<file path="config.mk">
export PLATFORM = sky130hd
export DESIGN_NAME = rotator_pipe
export DESIGN_NICKNAME = d
export VERILOG_FILES = /design/src/rtl/rotator_pipe.sv
export SDC_FILE = /design/constraint.sdc
export NUM_CORES = 1
export LEC_CHECK = 0
export BUFFER_PORTS_ARGS = -buffer_cell sky130_fd_sc_hd__buf_2
export CORE_MARGIN = 2
export CORE_UTILIZATION = 35
export DETAILED_ROUTE_END_ITERATION = 7
export GPL_TIMING_DRIVEN = 1
export HOLD_SLACK_MARGIN = 0.12
export PLACE_DENSITY = 0.5
export SLEW_MARGIN = 20
export SYNTH_ARGS = -nofsm -noshare
export SYNTH_HDL_FRONTEND = slang
export SYNTH_SLANG_ARGS = --single-unit
</file>
<file path="constraint.sdc">
create_clock -name clk -period 2.55 [get_ports clk]
set_clock_uncertainty 0.1 [all_clocks]
set_input_delay 0.51 -clock clk [delete_from_list [all_inputs] [get_ports clk]]
set_output_delay 0.51 -clock clk [all_outputs]
set_load 0.05 [all_outputs]
</file>
<file path="src/rtl/rotator_pipe.sv">
// ===========================================================================
// rotator_pipe : pipelined barrel rotator, left and right results per word
// Rev 1.0
// ===========================================================================
`default_nettype none

module rotator_pipe #(
   parameter int WIDTH = 8,
   parameter int AMT_W = 3
) (
   input  logic             clk,
   input  logic             rst_n,
   input  logic             flush,
   input  logic             in_valid,
   output logic             in_ready,
   input  logic [WIDTH-1:0] in_data,
   input  logic [AMT_W-1:0] in_amt,
   input  logic             in_lr,
   output logic             out_valid,
   input  logic             out_ready,
   output logic [WIDTH-1:0] out_left,
   output logic [WIDTH-1:0] out_right,
   output logic             out_lr
);

   localparam int LAST = AMT_W - 1;

   logic             st_v     [AMT_W];
   logic             st_acc   [AMT_W];
   logic             st_lr    [AMT_W];
   logic [WIDTH-1:0] st_left  [AMT_W];
   logic [WIDTH-1:0] st_right [AMT_W];
   logic [AMT_W-1:0] st_amt   [AMT_W];

   for (genvar k = 0; k < AMT_W; k++) begin : g_stage
      localparam int SH = 2 ** k;

      logic             w_v_in;
      logic             w_lr_in;
      logic [WIDTH-1:0] w_left_in;
      logic [WIDTH-1:0] w_right_in;
      logic [AMT_W-1:0] w_amt_in;
      logic [WIDTH-1:0] w_left_nxt;
      logic [WIDTH-1:0] w_right_nxt;
      logic             r_v;
      logic             r_lr;
      logic [WIDTH-1:0] r_left;
      logic [WIDTH-1:0] r_right;

      if (k == 0) begin : g_head
         assign w_v_in     = in_valid;
         assign w_lr_in    = in_lr;
         assign w_left_in  = in_data;
         assign w_right_in = in_data;
         assign w_amt_in   = in_amt;
      end else begin : g_body
         assign w_v_in     = st_v[k-1];
         assign w_lr_in    = st_lr[k-1];
         assign w_left_in  = st_left[k-1];
         assign w_right_in = st_right[k-1];
         assign w_amt_in   = st_amt[k-1];
      end

      // The amount travels shifted so bit 0 is always this stage's select.
      assign w_left_nxt  = w_amt_in[0] ? ((w_left_in << SH) | (w_left_in >> (WIDTH - SH)))
                                       : w_left_in;
      assign w_right_nxt = w_amt_in[0] ? ((w_right_in >> SH) | (w_right_in << (WIDTH - SH)))
                                       : w_right_in;

      if (k == LAST) begin : g_tail
         logic unused_amt_hi;
         assign unused_amt_hi = |w_amt_in[AMT_W-1:1];
         assign st_acc[k]     = ~r_v | out_ready;
         assign st_amt[k]     = '0;
      end else begin : g_mid
         logic [AMT_W-1:0] r_amt;
         assign st_acc[k] = ~r_v | st_acc[k+1];
         assign st_amt[k] = r_amt;

         always_ff @(posedge clk or negedge rst_n) begin
            if (!rst_n) begin
               r_amt <= '0;
            end else if (st_acc[k] && w_v_in) begin
               r_amt <= w_amt_in >> 1;
            end
         end
      end

      always_ff @(posedge clk or negedge rst_n) begin
         if (!rst_n) begin
            r_v     <= 1'b0;
            r_lr    <= 1'b0;
            r_left  <= '0;
            r_right <= '0;
         end else begin
            if (flush) begin
               r_v <= 1'b0;
            end else if (st_acc[k]) begin
               r_v <= w_v_in;
            end
            if (st_acc[k] && w_v_in) begin
               r_lr    <= w_lr_in;
               r_left  <= w_left_nxt;
               r_right <= w_right_nxt;
            end
         end
      end

      assign st_v[k]     = r_v;
      assign st_lr[k]    = r_lr;
      assign st_left[k]  = r_left;
      assign st_right[k] = r_right;
   end

   assign in_ready  = st_acc[0] | flush;
   assign out_valid = st_v[LAST];
   assign out_left  = st_left[LAST];
   assign out_right = st_right[LAST];
   assign out_lr    = st_lr[LAST];

endmodule

`default_nettype wire

</file>
==> flow_summary.ini <==
[route]
wl_met1_um = 2879
drcViolationCount = 0
dr.pass1.iters = 4
ant_nets = 0
wire_per_inst_um = 15.33
drt_iter0_drc = 58
wl_met3_um = 191
drt-total-wl_um = 5549
avgViaCountPerCell = 5.036
top_layer_used = met4
vias = 1823
wl_met2_um = 2412

[yosys]
syn_nets = 239
synth_cell_types = 23
yosysWarnings = 0
synth_area_mm2 = 0.002754
yosysSeqAreaShare_pct = 51.79
synthCells = 222
synth_edf_count = 0
ys.flop_type = dfrtp_1
synthTopCellsByArea = dfrtp_1 (52%), mux2_2 (11%), a21oi_1 (9.1%)
synth_top_cell_area_share_pct = 51.79
synth_top_area_cell = dfrtp_1
async_flop_share_pct = 100.0
avgSynthCellArea_um2 = 12.40
ys_ff_latch = 57

[timing]
min_period_ns = 2.002
max_freq_mhz = 499.6
finalSetupViolations = 0
worstMarginPinSlew_ns = 0.8178
final_max_slew_viol_count = 0
hold_violations = 0
slew_headroom_pct = 45.48
period_share_pct = 78.50
setup_tns_ns = 0
rsz0062_at_grt = false

[setup_path]
cp_slowest_cell = dfrtp_1
cp_max_fo = 6
crit_family = simple AND/OR/NAND/NOR gates
endpoint_kind = output pin
path_depth = 3
rr_worst_depth = 5
r2r-end = g_stage[1].r_left[7]
start_kind = flip-flop
critPathKind = flip-flop to output pin
r2r-start = g_stage[1].r_v
required_ns = 1.94
timing.critical_path.buf_inv = 1
r2r_slack_ns = 0.87
cp.arrival_ns = 1.39
cpPeakStageDelay_ns = 0.42
crit_chain = nand4b_2 > or2_1 > buf_2

[floorplan]
die_w_um = 92.71
core_mm2 = 0.007687
dieArea_mm2 = 0.008594
rows = 32
top_level_ports = 36
die_y_um = 92.71
start_util_pct = 35.82

[final_layout]
drive_gt1_share_pct = 37.69
fill_cells = 793
areaGrowthSynthToFinish_pct = 15.72
final_core_util_pct = 41.46
fin_cells = 362
antenna-diode-count = 0
nNetsFinal = 272

[clocking]
cts_hold_buf = 1
h-tree-depth = 3
clk_pin_slew_ns = 0.06
postCtsSetupBuffers = 0
cts_tree = done
clk_latency_ns = 0.33
cts-root-buf = clkbuf_8
max-clock-path-buffers = 2
cts.sinks = 57
ctsResizeCount = 0
cts-buffers-inserted = 9

[power_and_ir_drop]
ir_worst_vdd_v = 0.0002436
leakage_uw = 0.001390
power_density_mw_per_mm2 = 938.3

[grt]
grt_pass1_wl_um = 9335
grt.overflow.total = 0
grt_pass1_vias = 1761
grt_max_degree = 38
antenna_found_initial = 0
grt_usage_pct = 14.35

[place]
port_buffers = 35
globalplace.congestion = 0.7198
dp.cells = 345
place_hpwl_um = 3869

[worst_hold_path]
holdPathEnd = out_valid
min-delay-start = flush
hold_depth = 2
hp-class = input pin to flip-flop

[outcome]
outcome = completed

[run]
maxCapViolations = 0
==> synth_stat cells, types with 3 or more instances <==
library cell,number
a21oi_1,50
clkbuf_1,8
buf_2,3
mux2_2,26
buf_6,6
mux2i_1,16
dfrtp_1,57
a41oi_1,16
mux2_4,11
nand2_1,9
nand2b_1,8
==> cells by family after synthesis <==
group | synth area share (%)
muxes | 22.85
buffers and inverters | 5.452
DFF | 51.79
and+or+nand+nor | 4.770
AOI/OAI and AO/OA | 15.13
==> layout make-up <==
type                       instances  area, µm²  area share [%]
tap                              102      127.6           4.005
multi-input combinational        144       1177           36.95
timing repair buffer              41      235.2           7.381
inverter                           2      10.01          0.3141
clock buffer                      10      127.6           4.005
clock inverter                     6      82.58           2.591
sequential                        57       1426           44.76
==> flip-flops by register name, indices dropped and copies added, names as in the netlist <==
name                 flops
g_stage.r_lr             2
g_stage.r_right         16
out_lr                   1
g_stage.g_mid.r_amt      3
out_left                 8
out_right                8
out_valid                1
g_stage.r_left          16
g_stage.r_v              2
==> layer usage <==
metal  vias to the layer above  track usage (%)
li1                        892                -
met1                       893            20.85
met2                        33            19.65
met3                         5            5.126
met4                         0            5.147
met5                         -                0
==> worst max-delay path by stage <==
| stage | startpoint | endpoint | slack, ns |
|---|---|---|---|
| floorplan | out_valid | in_ready | 0.41 |
| global placement | out_ready | in_ready | 0.61 |
| detailed placement | out_ready | in_ready | 0.61 |
| CTS | out_valid | in_ready | 0.52 |
| global route | out_valid | in_ready | 0.44 |
| finish | out_valid | in_ready | 0.55 |
==> stage by stage <==
stage / power, µW / instance area (µm²) / hold WS, ns / worst slack (ns)
after floorplan: 1900 / 2754 / 0.1144 / 0.4070
after global placement: 2094 / 2967 / 0.3928 / 0.6137
after detailed placement: 2098 / 2967 / 0.3986 / 0.6059
after CTS: 3027 / 3187 / 0.2528 / 0.5152
after global routing: 3159 / 3187 / 0.2560 / 0.4419
final: 2990 / 3187 / 0.2654 / 0.5483
==> layout by cell type (no fill, tap or decap), types with 2 or more instances in the layout <==
cell,synthesis,routed
nand2b_1,8,8
a41oi_1,16,16
bufinv_16,0,2
mux2_4,11,11
dfrtp_1,57,57
buf_4,1,4
mux2_2,26,26
mux2i_1,16,16
clkbuf_8,0,9
clkinv_2,0,3
buf_2,3,35
nand2_1,9,9
a21oi_1,50,50
==> power by group <==
part	total [µW]	internal (µW)	switching, µW
Combinational	823	315	508
Clock	917	545	372
Sequential	1250	1090	156
Total	2990	1950	1040
Note: power is estimated with default switching activity, not from simulation.
